**config.mk**
```make
export PLATFORM = sky130hd
export DESIGN_NAME = systolic_sequencer
export DESIGN_NICKNAME = d
export VERILOG_FILES = /design/src/rtl/systolic_sequencer.sv
export SDC_FILE = /design/constraint.sdc
export NUM_CORES = 1
export LEC_CHECK = 0
export ABC_CLOCK_PERIOD_IN_PS = 3400
export CAP_MARGIN = 20
export CORE_MARGIN = 2
export CORE_UTILIZATION = 31
export CTS_BUF_LIST = sky130_fd_sc_hd__clkbuf_16
export DETAILED_ROUTE_END_ITERATION = 6
export HOLD_SLACK_MARGIN = 0.05
export PLACE_DENSITY = 0.63
export SYNTH_ARGS = -nofsm -noshare
export SYNTH_HDL_FRONTEND = slang
export SYNTH_SLANG_ARGS = --single-unit
```
**constraint.sdc**
```tcl
create_clock -name i_clk -period 3.4 [get_ports i_clk]
set_input_delay 0.68 -clock i_clk [delete_from_list [all_inputs] [get_ports i_clk]]
set_output_delay 0.68 -clock i_clk [all_outputs]
set_load 0.05 [all_outputs]
```
**src/rtl/systolic_sequencer.sv**
```systemverilog
// Sequencer for an N x N output-stationary systolic array: latches A/B, skews them onto the array edges.
// Optional macro SYSTOLIC_SEQ_ABORT_EN adds i_abort to cancel a running job.
module systolic_sequencer #(
  parameter int N = 4
) (
  input  logic             i_clk,
  input  logic             i_arst_n,
  input  logic             i_start,
  output logic             o_ready,
  input  logic [N*N*8-1:0] i_matA,
  input  logic [N*N*8-1:0] i_matB,
  output logic [N*8-1:0]   o_a,
  output logic [N*8-1:0]   o_b,
  output logic             o_doProcess,
  output logic             o_valid,
`ifdef SYSTOLIC_SEQ_ABORT_EN
  input  logic             i_abort,
`endif
  input  logic             i_ack
);

  localparam int CNT_W = $clog2(3*N-2);
  localparam logic [CNT_W-1:0] LAST = CNT_W'(3*N-3);

  typedef enum logic [1:0] {
    IDLE,
    FEED,
    DONE
  } state_t;

  state_t             state, state_nxt;
  logic [CNT_W-1:0]   cnt, cnt_nxt;
  logic [N*N*8-1:0]   mat_a, mat_b;
  logic               load;

  always_ff @(posedge i_clk or negedge i_arst_n) begin
    if (!i_arst_n) begin
      state <= IDLE;
      cnt   <= '0;
      mat_a <= '0;
      mat_b <= '0;
    end else begin
      state <= state_nxt;
      cnt   <= cnt_nxt;
      if (load) begin
        mat_a <= i_matA;
        mat_b <= i_matB;
      end
    end
  end

  always_comb begin
    state_nxt = state;
    cnt_nxt   = cnt;
    load      = 1'b0;
    case (state)
      IDLE: begin
        if (i_start) begin
          load      = 1'b1;
          cnt_nxt   = '0;
          state_nxt = FEED;
        end
      end
      FEED: begin
        if (cnt == LAST) begin
          state_nxt = DONE;
        end else begin
          cnt_nxt = cnt + 1'b1;
        end
      end
      DONE: begin
        if (i_ack) begin
          state_nxt = IDLE;
          cnt_nxt   = '0;
        end
      end
      default: begin
        state_nxt = IDLE;
        cnt_nxt   = '0;
      end
    endcase
`ifdef SYSTOLIC_SEQ_ABORT_EN
    if (i_abort && (state != IDLE)) begin
      state_nxt = IDLE;
      cnt_nxt   = '0;
    end
`endif
  end

  // Element (i,k) of A enters row i, and (k,j) of B enters column j, on the cycle where i+k (k+j) equals cnt.
  always_comb begin
    o_a         = '0;
    o_b         = '0;
    o_ready     = (state == IDLE);
    o_doProcess = (state != IDLE);
    o_valid     = (state == DONE);
    if (state == FEED) begin
      for (int i = 0; i < N; i++) begin
        for (int k = 0; k < N; k++) begin
          if (int'(cnt) == i + k) begin
            o_a[i*8 +: 8] = mat_a[(i*N+k)*8 +: 8];
            o_b[i*8 +: 8] = mat_b[(k*N+i)*8 +: 8];
          end
        end
      end
    end
  end

endmodule
```
==> flow_summary.toml, run 1 <==
[sta]
finalCritPeriodShare_pct = 97.0
setup_viol = 0
max_freq_mhz = 303
period_minus_slack_ns = 3.30
relSlewSlack_pct = 53.0
skew_ns = 0.0139
setup_ws_ns = 0.102
fin_tns_setup_ns = 0
slew_viol_final = 0
tightestPinTransition_ns = 0.705
finalHoldViolCount = 0

[logic_synthesis]
ys.flop_type = "dfrtp_1"
synth-async-reset-ratio_pct = 100
synth_edf_count = 0
synth_area_per_cell_um2 = 13.7
synthMuxAreaShare_pct = 28.1
yosys_warnings = 0
synth_top_family_by_area = "multiplexers"
synth_xor_area_share_pct = 0.0657
synth.net_count = 1238
ys_seq_area_share_pct = 49.2
synth_top_area_cell = "dfrtp_1"
synth_fa_ha_area_share_pct = 0.375
synth_top_area_share_pct = 49.2
yosys-top-cells-area = "dfrtp_1 (49%), mux2_4 (26%), nand3b_1 (2.9%)"
ys_ff_latch = 262
syn_inst = 974
synth.distinct_cells = 38
syn_area_um2 = 13300
synth_compound_area_share_pct = 10.4
synth_simple_gate_area_share_pct = 7.11

[worst_setup_path]
cp_slowest_cell = "a221oi_1"
timing.reg2reg.setup_slack_ns = 1.33
cp.arrival_ns = 2.62
worstPathMaxFanout = 16
startpoint_type = "flip-flop"
r2r_cells = 5
cp_top_family = "compound AO/OA/AOI/OAI gates"
r2r_start = "state[1]$_DFFE_PN0P_"
r2r_end = "mat_a[77]$_DFFE_PN0P_"
end_kind = "output port"
worst-path-buf-inv = 3
critPathKind = "reg -> out"
timing.critical_path.required_ns = 2.72
crit_chain = "inv_1 -> ha_4 -> nor2b_2 -> buf_8 -> a221oi_1 -> nor4_2 -> buf_12"
cp_slowest_stage_delay_ns = 0.53

[pwr]
pwr-share-comb_pct = 54.6
p_leak_nw = 7.90
power_density_nw_per_um2 = 1040
power_frac_clock_pct = 15.7
internal_power_mw = 11.8
p_sw_share_pct = 38.9
pwr-share-seq_pct = 29.7
ir_drop_v = 0.000542
p_sw_mw = 7.50

[cts]
cts_tree = "built"
clk_pin_slew_worst_paths_ns = 0.06
htreeDepth = 1
cts_buffer_depth = 3
numCtsBuffers = 31
root_buffer = "clkbuf_16"
cts_sinks = 262
insertion_delay_ns = 0.57

[die]
die_y_um = 211
die_w_um = 211
ioPinCount = 327
dieArea_um2 = 44700
initial_utilization_pct = 31.6
core_um2 = 42200
rows = 75

[detailed_routing]
wl_um = 39700
firstDrtPassIters = 5
drc = 0
vias = 9230
ant_nets = 0
viasPerCell = 4.98
drt_iter0_drc = 473
wl_per_cell_um = 21.4

[global_route]
grt_pass1_vias = 10100
grt_antenna_before_repair = 5
grt_usage_pct = 17.6
grt_first_pass_wirelength_um = 60700
overflow = 0
grt_max_degree = 90

[flow_run]
max-cap-violations = 0

[final_layout]
most-common-layout-cells = "clkdlybuf4s50_1 (261), dfrtp_1 (259), mux2_4 (229), a21oi_1 (60), buf_12 (53)"
finalInstanceArea_um2 = 18600
area_growth_pct = 39.6
final_cells = 1853
final_layout_size_suffix_gt1_share_pct = 35.9
fin_nets = 1550
mostFrequentLayoutCell = "clkdlybuf4s50_1"

[placement]
finalWeightedCongestion = 0.776
dp_slack_ns = 0.266
io_buffers = 326
dpl_cell_area_um2 = 17600
dp.cells = 1789
dp_hpwl_um = 27300

[outcome]
status = "completed"

[worst_hold_path]
min_path_type = "in -> async"
==> Yosys cell counts, types with 6 or more instances <==
| library cell | n |
|---|---|
| nand3b_1 | 51 |
| o221a_2 | 12 |
| buf_6 | 33 |
| nor2_1 | 49 |
| o21ai_0 | 19 |
| a21oi_1 | 60 |
| a221oi_1 | 16 |
| o221a_1 | 20 |
| buf_2 | 21 |
| nor4_1 | 16 |
| dfrtp_1 | 262 |
| nand2_1 | 35 |
| mux2_2 | 27 |
| buf_1 | 8 |
| a21o_1 | 16 |
| mux2_4 | 229 |
| a21oi_2 | 20 |
| a222oi_1 | 16 |
| clkbuf_1 | 26 |
| inv_1 | 6 |
==> power groups by stage <==
| stage | combinational, mW | clock, mW | sequential (mW) |
|---|---|---|---|
| final | 10.5 | 3.03 | 5.72 |
| after global routing | 11.1 | 3.26 | 5.92 |
| after CTS | 10.6 | 3.13 | 5.72 |
| after detailed placement | 10.5 | 0 | 5.73 |
| after global placement | 10.4 | 0 | 5.69 |
| after floorplan | 7.26 | 0 | 5.37 |
==> worst max-delay path by stage <==
stage | startpoint | end | cells after the start
after global placement | cnt[0]$_DFFE_PN0P_ | o_a[6] | 6
after global routing | cnt[1]$_DFFE_PN0P_ | o_a[29] | 7
after CTS | cnt[0]$_DFFE_PN0P_ | o_a[29] | 7
after detailed placement | cnt[0]$_DFFE_PN0P_ | o_a[6] | 6
final | cnt[1]$_DFFE_PN0P_ | o_a[29] | 7
after floorplan | cnt[0]$_DFFE_PN0P_ | o_a[24] | 8
==> repair_timing <==
| item | 4_1_cts | 5_1_grt |
|---|---|---|
| setup endpoints to repair | 64 | 36 |
| resized for setup | 14 | 7 |
| pin swaps | 9 | 9 |
| setup buffers | 2 | 0 |
| gates cloned | 0 | 1 |
| hold buffers | 0 | 0 |
==> through the flow <==
step	util [%]	hold slack, ns	total power, mW
global route	44.1	0.139	20.3
floorplan	-	0.384	12.6
global placement	41.7	0.485	16.0
finish	44.1	0.121	19.3
CTS	44.0	0.125	19.5
detailed placement	41.7	0.491	16.2
==> cell families (layout without fill, tap and decap cells) <==
logic type                 count (synthesis)  in the layout
DFF                                      262            262
muxes                                    257            257
AOI/OAI and AO/OA                        183            183
and+or+nand+nor                          172            173
buffers and inverters                     95            429
adders and majority gates                  4              4
xor gates and xnor gates                   1              1
other                                      0              5
==> layout make-up <==
| cell class | instances | area, um^2 |
|---|---|---|
| clock buffers | 31 | 776 |
| flip-flops and latches | 262 | 6560 |
| diodes | 5 | 12.5 |
| well taps | 539 | 674 |
| fillers | 3828 | 23600 |
| multi-input cells | 618 | 6340 |
| inverters | 6 | 22.5 |
| clock inverters | 25 | 135 |
| repair buffers | 367 | 4100 |
==> per-layer routing <==
metal,global-route usage [%],up-vias,routed length [um]
met5,0,-,0
met4,5.97,0,1230
met3,3.14,74,1940
met2,28.8,257,18900
met1,23.4,4685,17700
li1,-,4214,-
==> registers in the layout, summed over array words and instances (netlist names) <==
name and flops:
mat_b 128, state 2, cnt 4, mat_a 128
(Power assumes the default switching activity.)
==> inputs of run 2 (changes only) <==
- CORE_MARGIN: 2 -> 8
==> run 2 against run 1 <==
Die area is 12% higher; first-iteration DRC count is 34% higher; wire length is 5.1% higher; sequential cell count stayed put; via count is 0.38% lower; fmax is 0.13% lower; sequential power hardly changed; core utilization is 0.64 points lower; sequential share of layout area is 0.063 points higher; final cell count is 0.22% higher; register-to-register slack better by 0.03 ns; power hardly changed; critical path type unchanged.
==> flow_summary.toml, run 2 (synthesized netlist as in run 1, its figures left out) <==
[sta]
finalCritPeriodShare_pct = 97.1
setup_ws_ns = 0.0974
period_minus_slack_ns = 3.30
tightestPinTransition_ns = 0.711
skew_ns = 0.0186
fin_tns_setup_ns = 0
relSlewSlack_pct = 52.6
max_freq_mhz = 303
slew_viol_final = 0
rsz0062_at_grt = "false"
setup_viol = 0
finalHoldViolCount = 0

[worst_setup_path]
r2r_end = "mat_b[51]$_DFFE_PN0P_"
cp.arrival_ns = 2.62
cp_top_family = "compound AO/OA/AOI/OAI gates"
end_kind = "output port"
cp_slowest_cell = "a222oi_1"
timing.critical_path.required_ns = 2.72
cp_slowest_stage_delay_ns = 0.50
r2r_cells = 5
crit_chain = "inv_1 -> ha_2 -> buf_4 -> a21o_1 -> a222oi_1 -> nor2_1 -> buf_12"
startpoint_type = "flip-flop"
worstPathMaxFanout = 15
timing.reg2reg.setup_slack_ns = 1.36
worst-path-buf-inv = 3
r2r_start = "state[1]$_DFFE_PN0P_"
critPathKind = "reg -> out"

[detailed_routing]
firstDrtPassIters = 6
wl_um = 41700
vias = 9195
wl_per_cell_um = 22.5
drt_iter0_drc = 633
viasPerCell = 4.95
drc = 0
ant_nets = 0

[pwr]
ir_drop_v = 0.000528
p_total_mw = 19.3
p_leak_nw = 7.88
power_density_nw_per_um2 = 1040

[global_route]
overflow = 0
grt_first_pass_wirelength_um = 64000
grt_max_degree = 84
grt_pass1_vias = 10200
grt_antenna_before_repair = 6
grt_usage_pct = 16.2

[cts]
holdBufCountCts = 0
cts_buffer_depth = 3
numCtsBuffers = 30
clk_pin_slew_worst_paths_ns = 0.06
root_buffer = "clkbuf_16"
cts_sinks = 262
htreeDepth = 1
insertion_delay_ns = 0.57
cts_tree = "built"

[final_layout]
final_layout_size_suffix_gt1_share_pct = 35.6
fin_nets = 1550
area_growth_pct = 39.4
reg_top3 = "mat_a (128), mat_b (128), cnt (4)"
most-common-layout-cells = "clkdlybuf4s50_1 (261), dfrtp_1 (259), mux2_4 (229), a21oi_1 (60), buf_12 (53)"
mostFrequentLayoutCell = "clkdlybuf4s50_1"

[die]
die_y_um = 223
initial_utilization_pct = 31.2
rows = 76
core_um2 = 42800
ioPinCount = 327
dieArea_um2 = 49900
die_w_um = 223

[placement]
dp_slack_ns = 0.488
dp_hpwl_um = 29500
finalWeightedCongestion = 0.796
io_buffers = 326

[outcome]
status = "completed"

[flow_run]
max-cap-violations = 0

[worst_hold_path]
min_path_type = "in -> async"
run 2: routing by layer:
layer / GRT usage [%] / wire [um] / vias to the layer above
met5: 0 / 13 / -
met4: 5.71 / 1280 / 2
met3: 3.57 / 2110 / 77
met2: 26.4 / 19800 / 261
met1: 21.1 / 18500 / 4661
li1: - / - / 4194
run 2: final cells by class:
cell class / instances / area (um^2)
Inverter: 6 / 22.5
Clock buffer: 31 / 776
Antenna cell: 6 / 15.0
Fill cell: 3958 / 24200
Tap cell: 546 / 683
Timing Repair Buffer: 369 / 4110
Sequential cell: 262 / 6560
Clock inverter: 20 / 130
Multi-Input combinational cell: 617 / 6300
run 2: per-stage QoR:
| step | utilization, % | hold slack, ns | cell area [um^2] | cells |
|---|---|---|---|---|
| floorplan | - | 0.384 | 13400 | 974 |
| global route | 43.4 | 0.158 | 18600 | 1856 |
| CTS | 43.4 | 0.132 | 18600 | 1850 |
| global placement | 41.2 | 0.485 | 17600 | 1798 |
| finish | 43.5 | 0.122 | 18600 | 1857 |
| detailed placement | 41.2 | 0.491 | 17600 | 1798 |
run 2: worst max path at each step:
stage / from / end / cells past startpoint
finish: cnt[1]$_DFFE_PN0P_ / o_b[22] / 7
global route: cnt[2]$_DFFE_PN0P_ / o_b[28] / 6
CTS: cnt[0]$_DFFE_PN0P_ / o_a[24] / 7
detailed placement: cnt[1]$_DFFE_PN0P_ / o_a[17] / 6
global placement: cnt[0]$_DFFE_PN0P_ / o_a[9] / 5
floorplan: cnt[0]$_DFFE_PN0P_ / o_a[24] / 8
run 2: where the power goes:
group          leakage, nW  switching, mW  internal, mW
Sequential            3.10           1.02          4.73
Clock                0.485           1.31          1.77
Combinational         4.30           5.17          5.31
run 2: what timing repair did:
| action | CTS | global route |
|---|---|---|
| pin swaps | 10 | 5 |
| gates resized for setup | 8 | 4 |
| buffers inserted | 1 | 1 |
| endpoints found under the setup margin | 64 | 22 |
==> inputs of run 3 (changes only) <==
--- a/config.mk
+++ b/config.mk
@@ -12,5 +12,4 @@
 export CTS_BUF_LIST = sky130_fd_sc_hd__clkbuf_16
 export DETAILED_ROUTE_END_ITERATION = 6
-export HOLD_SLACK_MARGIN = 0.05
 export PLACE_DENSITY = 0.63
 export SYNTH_ARGS = -nofsm -noshare
==> constraint.sdc (replaced) <==
create_clock -name i_clk -period 3.4 [get_ports i_clk]
set_input_delay 0.68 -clock i_clk [delete_from_list [all_inputs] [get_ports i_clk]]
set_output_delay 0.68 -clock i_clk [all_outputs]
set_load 0.01 [all_outputs]
==> run 3 against run 2 <==
Core utilization fell by 0.56 points; the flow now finishes with violations (DRC); worst setup slack got worse by 0.042 ns; clock skew is 0.0051 ns lower; final cell count grew 0.48%; count of clock-buffer cells in the layout grew 6; largest cell class unchanged; final area shrank 1.3%.
==> flow_summary.toml, run 3 (synthesized netlist as in run 1, its figures left out) <==
[global_route]
grt_pass1_vias = 10400
grt_usage_pct = 16.4
overflow = 0
grt_max_degree = 87
grt_first_pass_wirelength_um = 64600
grt_antenna_before_repair = 1

[cts]
htreeDepth = 2
root_buffer = "clkbuf_16"
holdBufCountCts = 0
numCtsBuffers = 34
insertion_delay_ns = 0.52
clk_pin_slew_worst_paths_ns = 0.05
cts_tree = "built"
cts_buffer_depth = 3
cts_sinks = 262

[sta]
setup_viol = 0
finalCritPeriodShare_pct = 98.4
rsz0062_at_grt = "true"
max_freq_mhz = 299
relSlewSlack_pct = 50.5
period_minus_slack_ns = 3.34
finalHoldViolCount = 0
slew_viol_final = 0
tightestPinTransition_ns = 0.743
skew_ns = 0.0135

[die]
ioPinCount = 327
die_y_um = 223
die_w_um = 223
initial_utilization_pct = 31.2
dieArea_um2 = 49900
rows = 76
core_um2 = 42800

[outcome]
violations = "DRC"
status = "complete, but fails checks"

[pwr]
power_density_nw_per_um2 = 943
p_leak_nw = 7.97
ir_drop_v = 0.000351

[final_layout]
final_cells = 1866
finalInstanceArea_um2 = 18400
final_layout_size_suffix_gt1_share_pct = 30.8
fin_nets = 1561
area_growth_pct = 37.7
mostFrequentLayoutCell = "clkdlybuf4s50_1"
antenna_cells = 0
reg_top3 = "mat_a (128), mat_b (128), cnt (4)"
most-common-layout-cells = "clkdlybuf4s50_1 (282), dfrtp_1 (259), mux2_4 (229), a21oi_1 (57), nand3b_1 (51)"

[detailed_routing]
viasPerCell = 4.98
firstDrtPassIters = 7
vias = 9301
wl_um = 41500
ant_nets = 0
wl_per_cell_um = 22.2
drc = 4
drt_iter0_drc = 632

[worst_hold_path]
min_path_type = "in -> async"

[placement]
dp.cells = 1799
dp_hpwl_um = 28200
finalWeightedCongestion = 0.792
dpl_cell_area_um2 = 17100
io_buffers = 326

[worst_setup_path]
startpoint_type = "flip-flop"
end_kind = "output port"
critPathKind = "reg -> out"
worstPathMaxFanout = 16
cp.arrival_ns = 2.66
timing.critical_path.required_ns = 2.72

[flow_run]
max-cap-violations = 0
run 3: per-layer routing:
metal	vias to the layer above	part of all wire, %	global-route usage, %	routed length (um)
met5	-	0.019	0	8
met4	2	2.7	5.59	1130
met3	71	5.1	3.59	2130
met2	275	47	26.3	19500
met1	4725	45	21.7	18700
li1	4228	-	-	-
run 3: stage by stage:
| stage | setup slack, ns | TNS [ns] | power, mW | util [%] | hold slack [ns] |
|---|---|---|---|---|---|
| after detailed placement | 0.293 | 0 | 13.8 | 40.0 | 0.487 |
| after global routing | -0.0793 | -0.292 | 18.3 | 42.9 | 0.203 |
| final | 0.0559 | 0 | 17.3 | 42.9 | 0.170 |
| after global placement | 0.0490 | 0 | 13.7 | 40.0 | 0.486 |
| after CTS | -0.0527 | -0.203 | 17.5 | 42.7 | 0.184 |
| after floorplan | 0.950 | 0 | 10.9 | - | 0.384 |
run 3: worst max-delay path: stages, from the launching register on:
cell and delay (ns):
dfrtp_2 0.45, buf_4 0.20, or3_1 0.39, buf_6 0.19, a21oi_1 0.16, o221a_2 0.21, clkdlybuf4s50_1 0.54
run 3: where the power goes:
| group | internal (mW) | leakage (nW) | switching [mW] | total, mW |
|---|---|---|---|---|
| Combinational | 4.57 | 4.30 | 3.44 | 8.01 |
| Sequential | 4.73 | 3.10 | 0.957 | 5.68 |
| Clock | 2.25 | 0.570 | 1.36 | 3.61 |
| Total | 11.5 | 7.97 | 5.76 | 17.3 |
run 3: cell type report:
| cell class | count | area (um^2) |
|---|---|---|
| timing repair buffer | 376 | 3750 |
| clock buffer | 37 | 926 |
| clock inverter | 22 | 191 |
| multi-input combinational | 617 | 6220 |
| sequential | 262 | 6560 |
| tap | 546 | 683 |
| fill | 3947 | 24400 |
| inverter | 6 | 22.5 |
run 3: final timing paths:
check / startpoint / end / slack, ns / depth (start not counted)
setup reg to reg: state[1]$_DFFE_PN0P_ / mat_b[61]$_DFFE_PN0P_ / 1.28 / 4
max in group asynchronous: i_arst_n / mat_a[55]$_DFFE_PN0P_ / 2.32 / 2
min in group i_clk: mat_a[91]$_DFFE_PN0P_ / mat_a[91]$_DFFE_PN0P_ / 0.50 / 1
hold reg to reg: mat_a[91]$_DFFE_PN0P_ / mat_a[91]$_DFFE_PN0P_ / 0.50 / 1
setup / recovery: cnt[2]$_DFFE_PN0P_ / o_a[1] / 0.06 / 6
hold / removal: i_arst_n / mat_a[1]$_DFFE_PN0P_ / 0.17 / 1
run 3: timing repair:
action	in CTS	in global routing
buffers inserted	3	5
pin swaps	5	3
setup endpoints to repair	64	29
gates resized for setup	55	17
